[src/rtl/mem_if.sv]
// Memory interface stage ahead of the MDR: MAR register plus a single-word
// req/ack read/write sequencer toward word-addressed RAM, with ack timeout.
module mem_if #(
    parameter int ADDR_W  = 9,
    parameter int DATA_W  = 32,
    parameter int TIMEOUT = 15
) (
    input  logic              clock,
    input  logic              reset,
    input  logic [DATA_W-1:0] BusMuxOut,
    input  logic              mar_in,
    input  logic [DATA_W-1:0] mdr_q,
    input  logic              read,
    input  logic              write,
    output logic [DATA_W-1:0] mdata_in,
    output logic              mem_done,
    output logic              busy,
    output logic              mem_err,
    output logic [ADDR_W-1:0] mar_q,
    output logic              mem_req,
    output logic              mem_we,
    output logic [ADDR_W-1:0] mem_addr,
    output logic [DATA_W-1:0] mem_wdata,
    input  logic [DATA_W-1:0] mem_rdata,
    input  logic              mem_ack
);

    typedef enum logic [1:0] {
        ST_IDLE = 2'd0,
        ST_REQ  = 2'd1,
        ST_DONE = 2'd2
    } state_t;

    localparam logic [7:0] CNT_LAST = 8'(TIMEOUT - 1);

    state_t              r_state;
    state_t              w_state_nxt;
    logic [7:0]          r_cnt;
    logic [7:0]          w_cnt_nxt;
    logic                r_tmo;
    logic                w_tmo_nxt;
    logic [ADDR_W-1:0]   w_mar_nxt;
    logic [DATA_W-1:0]   w_mdata_nxt;
    logic                w_done_nxt;
    logic                w_busy_nxt;
    logic                w_err_nxt;
    logic                w_req_nxt;
    logic                w_we_nxt;
    logic [ADDR_W-1:0]   w_addr_nxt;
    logic [DATA_W-1:0]   w_wdata_nxt;
    logic                w_unused_bus;

    // Only the low ADDR_W bus bits address RAM.
    assign w_unused_bus = ^BusMuxOut[DATA_W-1:ADDR_W];

    // State register.
    always_ff @(posedge clock) begin
        if (!reset) begin
            r_state <= ST_IDLE;
        end else begin
            r_state <= w_state_nxt;
        end
    end

    // Next-state logic.
    always_comb begin
        w_state_nxt = r_state;
        case (r_state)
            ST_IDLE: begin
                if ((read ^ write) == 1'b1) begin
                    w_state_nxt = ST_REQ;
                end else begin
                    w_state_nxt = ST_IDLE;
                end
            end
            ST_REQ: begin
                if (mem_ack || (r_cnt == CNT_LAST)) begin
                    w_state_nxt = ST_DONE;
                end else begin
                    w_state_nxt = ST_REQ;
                end
            end
            ST_DONE: w_state_nxt = ST_IDLE;
            default: w_state_nxt = ST_IDLE;
        endcase
    end

    // Next values for every registered output; the transaction address and
    // data are latched at issue so later MAR loads cannot disturb them.
    always_comb begin
        w_mar_nxt   = mar_in ? BusMuxOut[ADDR_W-1:0] : mar_q;
        w_mdata_nxt = mdata_in;
        w_done_nxt  = 1'b0;
        w_err_nxt   = 1'b0;
        w_busy_nxt  = busy;
        w_req_nxt   = mem_req;
        w_we_nxt    = mem_we;
        w_addr_nxt  = mem_addr;
        w_wdata_nxt = mem_wdata;
        w_cnt_nxt   = r_cnt;
        w_tmo_nxt   = r_tmo;
        case (r_state)
            ST_IDLE: begin
                if (read && write) begin
                    w_err_nxt = 1'b1;
                end else if (read || write) begin
                    w_addr_nxt = mar_q;
                    w_we_nxt   = write;
                    w_req_nxt  = 1'b1;
                    w_busy_nxt = 1'b1;
                    w_cnt_nxt  = 8'd0;
                    w_tmo_nxt  = 1'b0;
                    if (write) begin
                        w_wdata_nxt = mdr_q;
                    end else begin
                        w_wdata_nxt = mem_wdata;
                    end
                end else begin
                    w_req_nxt = 1'b0;
                end
            end
            ST_REQ: begin
                if (mem_ack) begin
                    if (!mem_we) begin
                        w_mdata_nxt = mem_rdata;
                    end else begin
                        w_mdata_nxt = mdata_in;
                    end
                    w_req_nxt = 1'b0;
                    w_we_nxt  = 1'b0;
                end else if (r_cnt == CNT_LAST) begin
                    w_req_nxt = 1'b0;
                    w_we_nxt  = 1'b0;
                    w_tmo_nxt = 1'b1;
                end else begin
                    w_cnt_nxt = r_cnt + 8'd1;
                end
            end
            ST_DONE: begin
                // Timeout error is reported together with completion.
                w_done_nxt = 1'b1;
                w_err_nxt  = r_tmo;
                w_busy_nxt = 1'b0;
                w_tmo_nxt  = 1'b0;
            end
            default: begin
                w_req_nxt  = 1'b0;
                w_we_nxt   = 1'b0;
                w_busy_nxt = 1'b0;
            end
        endcase
    end

    // Output and datapath registers.
    always_ff @(posedge clock) begin
        if (!reset) begin
            mar_q     <= {ADDR_W{1'b0}};
            mdata_in  <= {DATA_W{1'b0}};
            mem_done  <= 1'b0;
            mem_err   <= 1'b0;
            busy      <= 1'b0;
            mem_req   <= 1'b0;
            mem_we    <= 1'b0;
            mem_addr  <= {ADDR_W{1'b0}};
            mem_wdata <= {DATA_W{1'b0}};
            r_cnt     <= 8'd0;
            r_tmo     <= 1'b0;
        end else begin
            mar_q     <= w_mar_nxt;
            mdata_in  <= w_mdata_nxt;
            mem_done  <= w_done_nxt;
            mem_err   <= w_err_nxt;
            busy      <= w_busy_nxt;
            mem_req   <= w_req_nxt;
            mem_we    <= w_we_nxt;
            mem_addr  <= w_addr_nxt;
            mem_wdata <= w_wdata_nxt;
            r_cnt     <= w_cnt_nxt;
            r_tmo     <= w_tmo_nxt;
        end
    end

endmodule

[config.mk]
export PLATFORM = sky130hd
export DESIGN_NAME = mem_if
export DESIGN_NICKNAME = d
export VERILOG_FILES = /design/src/rtl/mem_if.sv
export SDC_FILE = /design/constraint.sdc
export NUM_CORES = 1
export LEC_CHECK = 0
export BUFFER_PORTS_ARGS = -buffer_cell sky130_fd_sc_hd__buf_2
export CAP_MARGIN = 25
export CELL_PAD_IN_SITES_DETAIL_PLACEMENT = 1
export CELL_PAD_IN_SITES_GLOBAL_PLACEMENT = 2
export CORE_MARGIN = 1
export CORE_UTILIZATION = 27
export CTS_CLUSTER_DIAMETER = 30
export CTS_CLUSTER_SIZE = 25
export DETAILED_ROUTE_END_ITERATION = 6
export HOLD_SLACK_MARGIN = 0.12
export PLACE_DENSITY = 0.95
export SYNTH_ARGS = -nofsm -noshare
export SYNTH_HDL_FRONTEND = slang
export SYNTH_SLANG_ARGS = --single-unit
export TNS_END_PERCENT = 5
[constraint.sdc]
create_clock -name clock -period 3.76 [get_ports clock]
set_input_delay 0.564 -clock clock [delete_from_list [all_inputs] [get_ports clock]]
set_output_delay 0.564 -clock clock [all_outputs]
set_load 0.02 [all_outputs]
==> flow_summary.yaml <==
global_routing:
  antenna_found_initial: 0
  grt_use_total_pct: 15.1
  grt_pass1_wl_um: 17500
  grt_pass1_vias: 3627
  overflow: 0
  grt_max_degree: 37
route:
  vias: 3606
  drt-vias-per-instance: 4.63
  wl_um: 11000
  dr.pass1.iters: 4
  drtIter0Drc: 111
  final_antenna_net_count: 0
  wl_per_cell_um: 14.2
  drc: 0
clocking:
  postCtsSetupBuffers: 0
  cts_buffers: 9
  clock_sinks: 98
  h-tree-depth: 3
  clock_latency_ns: 0.34
  cts_tree: "built"
  hold_buffers: 0
  clockBufferDepth: 2
  clkSlewWorstSetupHoldPaths_ns: 0.07
  clock-root-buffer: "clkbuf_16"
  post_cts_resized: 0
die:
  die_height_um: 121
  core_region_area_sq_um: 13900
  die_w_um: 121
  fp-row-count: 43
  initial_core_util_pct: 27.7
  ios: 189
  design.die.area_sq_um: 14700
layout:
  stdcell_area_sq_um: 5190
  multi_input_area_sq_um: 1770
  area_growth_pct: 34.7
  drive_gt1_share_pct: 32.2
  nFillCells: 1698
  diodes: 0
  final_nets: 701
  register_area_sq_um: 1960
sta:
  tns_ns: 0
  worst_pin_slew_ns: 0.697
  finalCritPeriodShare_pct: 58.8
  fin_crit_ns: 2.21
  hold_viol_final: 0
  fmax_mhz: 452
  slew_viol_final: 0
  setup-violations-final: 0
  fin_worst_skew_ns: 0.00518
  rsz0062_at_grt: "no"
  slew_headroom_pct: 53.5
yosys:
  async_reset_ff_share_pct: 0
  ys.flop_type: "dfxtp_1"
  synth_nets: 549
  ys_top_cells_by_area: "dfxtp_1 (51%), a21boi_1 (15%), nand2_1 (15%)"
  netlist_area_sq_um: 3850
  ys_seq_area_share_pct: 50.9
  synthCells: 442
  ys_warn_count: 0
  synth-seq-cells: 98
  synth_enable_flop_cells: 0
  yosysTopAreaCell: "dfxtp_1"
  synth_top_area_share_pct: 50.9
  yosys.cell_types.count: 37
  avgSynthCellArea_sq_um: 8.71
run:
  maxCapViolations: 0
setup_path:
  reg2reg_setup_slack_ns: 1.64
  r2r_start: "r_state[1]"
  r2r_cells: 4
  crit_fanout: 15
  cp_data_required_time_ns: 4.00
  worstSetupPathType: "in -> reg"
  r2r_end: "r_cnt[2]"
  worstPathArrival_ns: 2.45
  start_kind: "input pin"
  crit_path_end_kind: "flip-flop"
hold_path:
  min_from: "mem_rdata[24]"
  holdPathEnd: "mdata_in[24]"
  whs_path_depth: 3
  min_path_type: "in -> reg"
power:
  powerDensity_nw_per_um2: 459
  p_leak_uw: 0.00234
  irDropWorstVdd_mv: 0.229
outcome:
  status: "completed"
place:
  dpl-instance-area_sq_um: 4850
  dp.final_hpwl_um: 8020
  portBuffers: 165
  gp_congestion: 0.707
==> area by class of cell <==
class | count | area share (%)
Timing Repair Buffer | 172 | 17.5
Tap cell | 180 | 4.34
Inverter | 4 | 0.289
Clock inverter | 5 | 1.18
Sequential cell | 98 | 37.8
Clock buffer | 11 | 4.87
Multi-Input combinational cell | 309 | 34.0
==> cells by family (layout without fill, tap and decap cells) <==
family	count (synthesis)	in the layout	share of synthesized area [%]
buf+inv	35	192	3.57
mux	11	11	2.89
compound gates	96	96	18.2
fa+ha+maj	5	5	1.62
simple gates	195	195	22.3
flops	98	98	50.9
xor+xnor	2	2	0.455
==> placed cells by master, fill, tap and decap left out, types with 4 or more instances in the layout <==
master and instances:
nor2_1 7, buf_4 5, o31ai_1 4, nor2b_1 9, buf_2 165, a21oi_1 7, clkbuf_16 9, mux2i_1 10
nand2_1 150, dfxtp_1 98, a21boi_1 75, or4_1 5, and3_1 4, ha_1 5, nand3_1 6, inv_1 4
==> registers in the layout (all words and copies together), names as in the netlist, 2 cells and up <==
| register | cells |
|---|---|
| mar_q | 9 |
| mdata_in | 32 |
| mem_addr | 9 |
| mem_wdata | 32 |
| r_cnt | 8 |
| r_state | 2 |
==> critical path, stage by stage <==
cell and delay (ns):
buf_2 0.10, inv_1 0.06, ha_1 0.27, or4_1 0.79, nand2_1 0.35, nor2_1 0.08
a41o_1 0.23
==> Yosys cell counts, types with 2 or more instances <==
| cell type | n |
|---|---|
| a21boi_1 | 75 |
| a21oi_1 | 7 |
| and3_1 | 4 |
| buf_2 | 2 |
| clkbuf_1 | 27 |
| dfxtp_1 | 98 |
| ha_1 | 5 |
| inv_1 | 4 |
| mux2i_1 | 10 |
| nand2_1 | 150 |
| nand2b_1 | 2 |
| nand3_1 | 6 |
| nor2_1 | 7 |
| nor2b_1 | 9 |
| nor3b_1 | 3 |
| o2111ai_1 | 2 |
| o21ai_0 | 3 |
| o31ai_1 | 4 |
| or4_1 | 5 |
| xor2_1 | 2 |
==> layer usage <==
metal / routed length, um / global-route usage (%) / vias up
met4: 220 / 6.48 / 0
met2: 5340 / 25.6 / 113
li1: - / - / 1773
met5: 0 / 0 / -
met3: 863 / 4.93 / 14
met1: 4600 / 17.3 / 1706
==> where the power goes <==
group          internal (uW)  switching [uW]
registers               1080            31.2
logic                    121             185
clock network            556             406
==> how the worst max path moves through the flow <==
stage | from | to | slack, ns | cells past startpoint
after floorplan | read | r_cnt[3] | 1.73 | 6
after global placement | write | r_cnt[2] | 1.22 | 7
after detailed placement | read | r_cnt[2] | 1.19 | 7
after CTS | r_state[1] | mdata_in[29] | 1.44 | 4
after global routing | read | r_cnt[2] | 1.48 | 7
final | read | r_cnt[2] | 1.55 | 7
==> through the flow <==
stage	total power [uW]	utilization [%]	instances	worst slack, ns	hold WS [ns]
global placement	1430	34.8	761	1.22	0.437
finish	2380	37.4	779	1.55	0.451
detailed placement	1450	34.9	762	1.19	0.446
global route	2500	37.4	779	1.48	0.445
CTS	2430	37.2	778	1.44	0.434
floorplan	1320	-	442	1.73	0.448
Power figures use the tool's default switching activity.
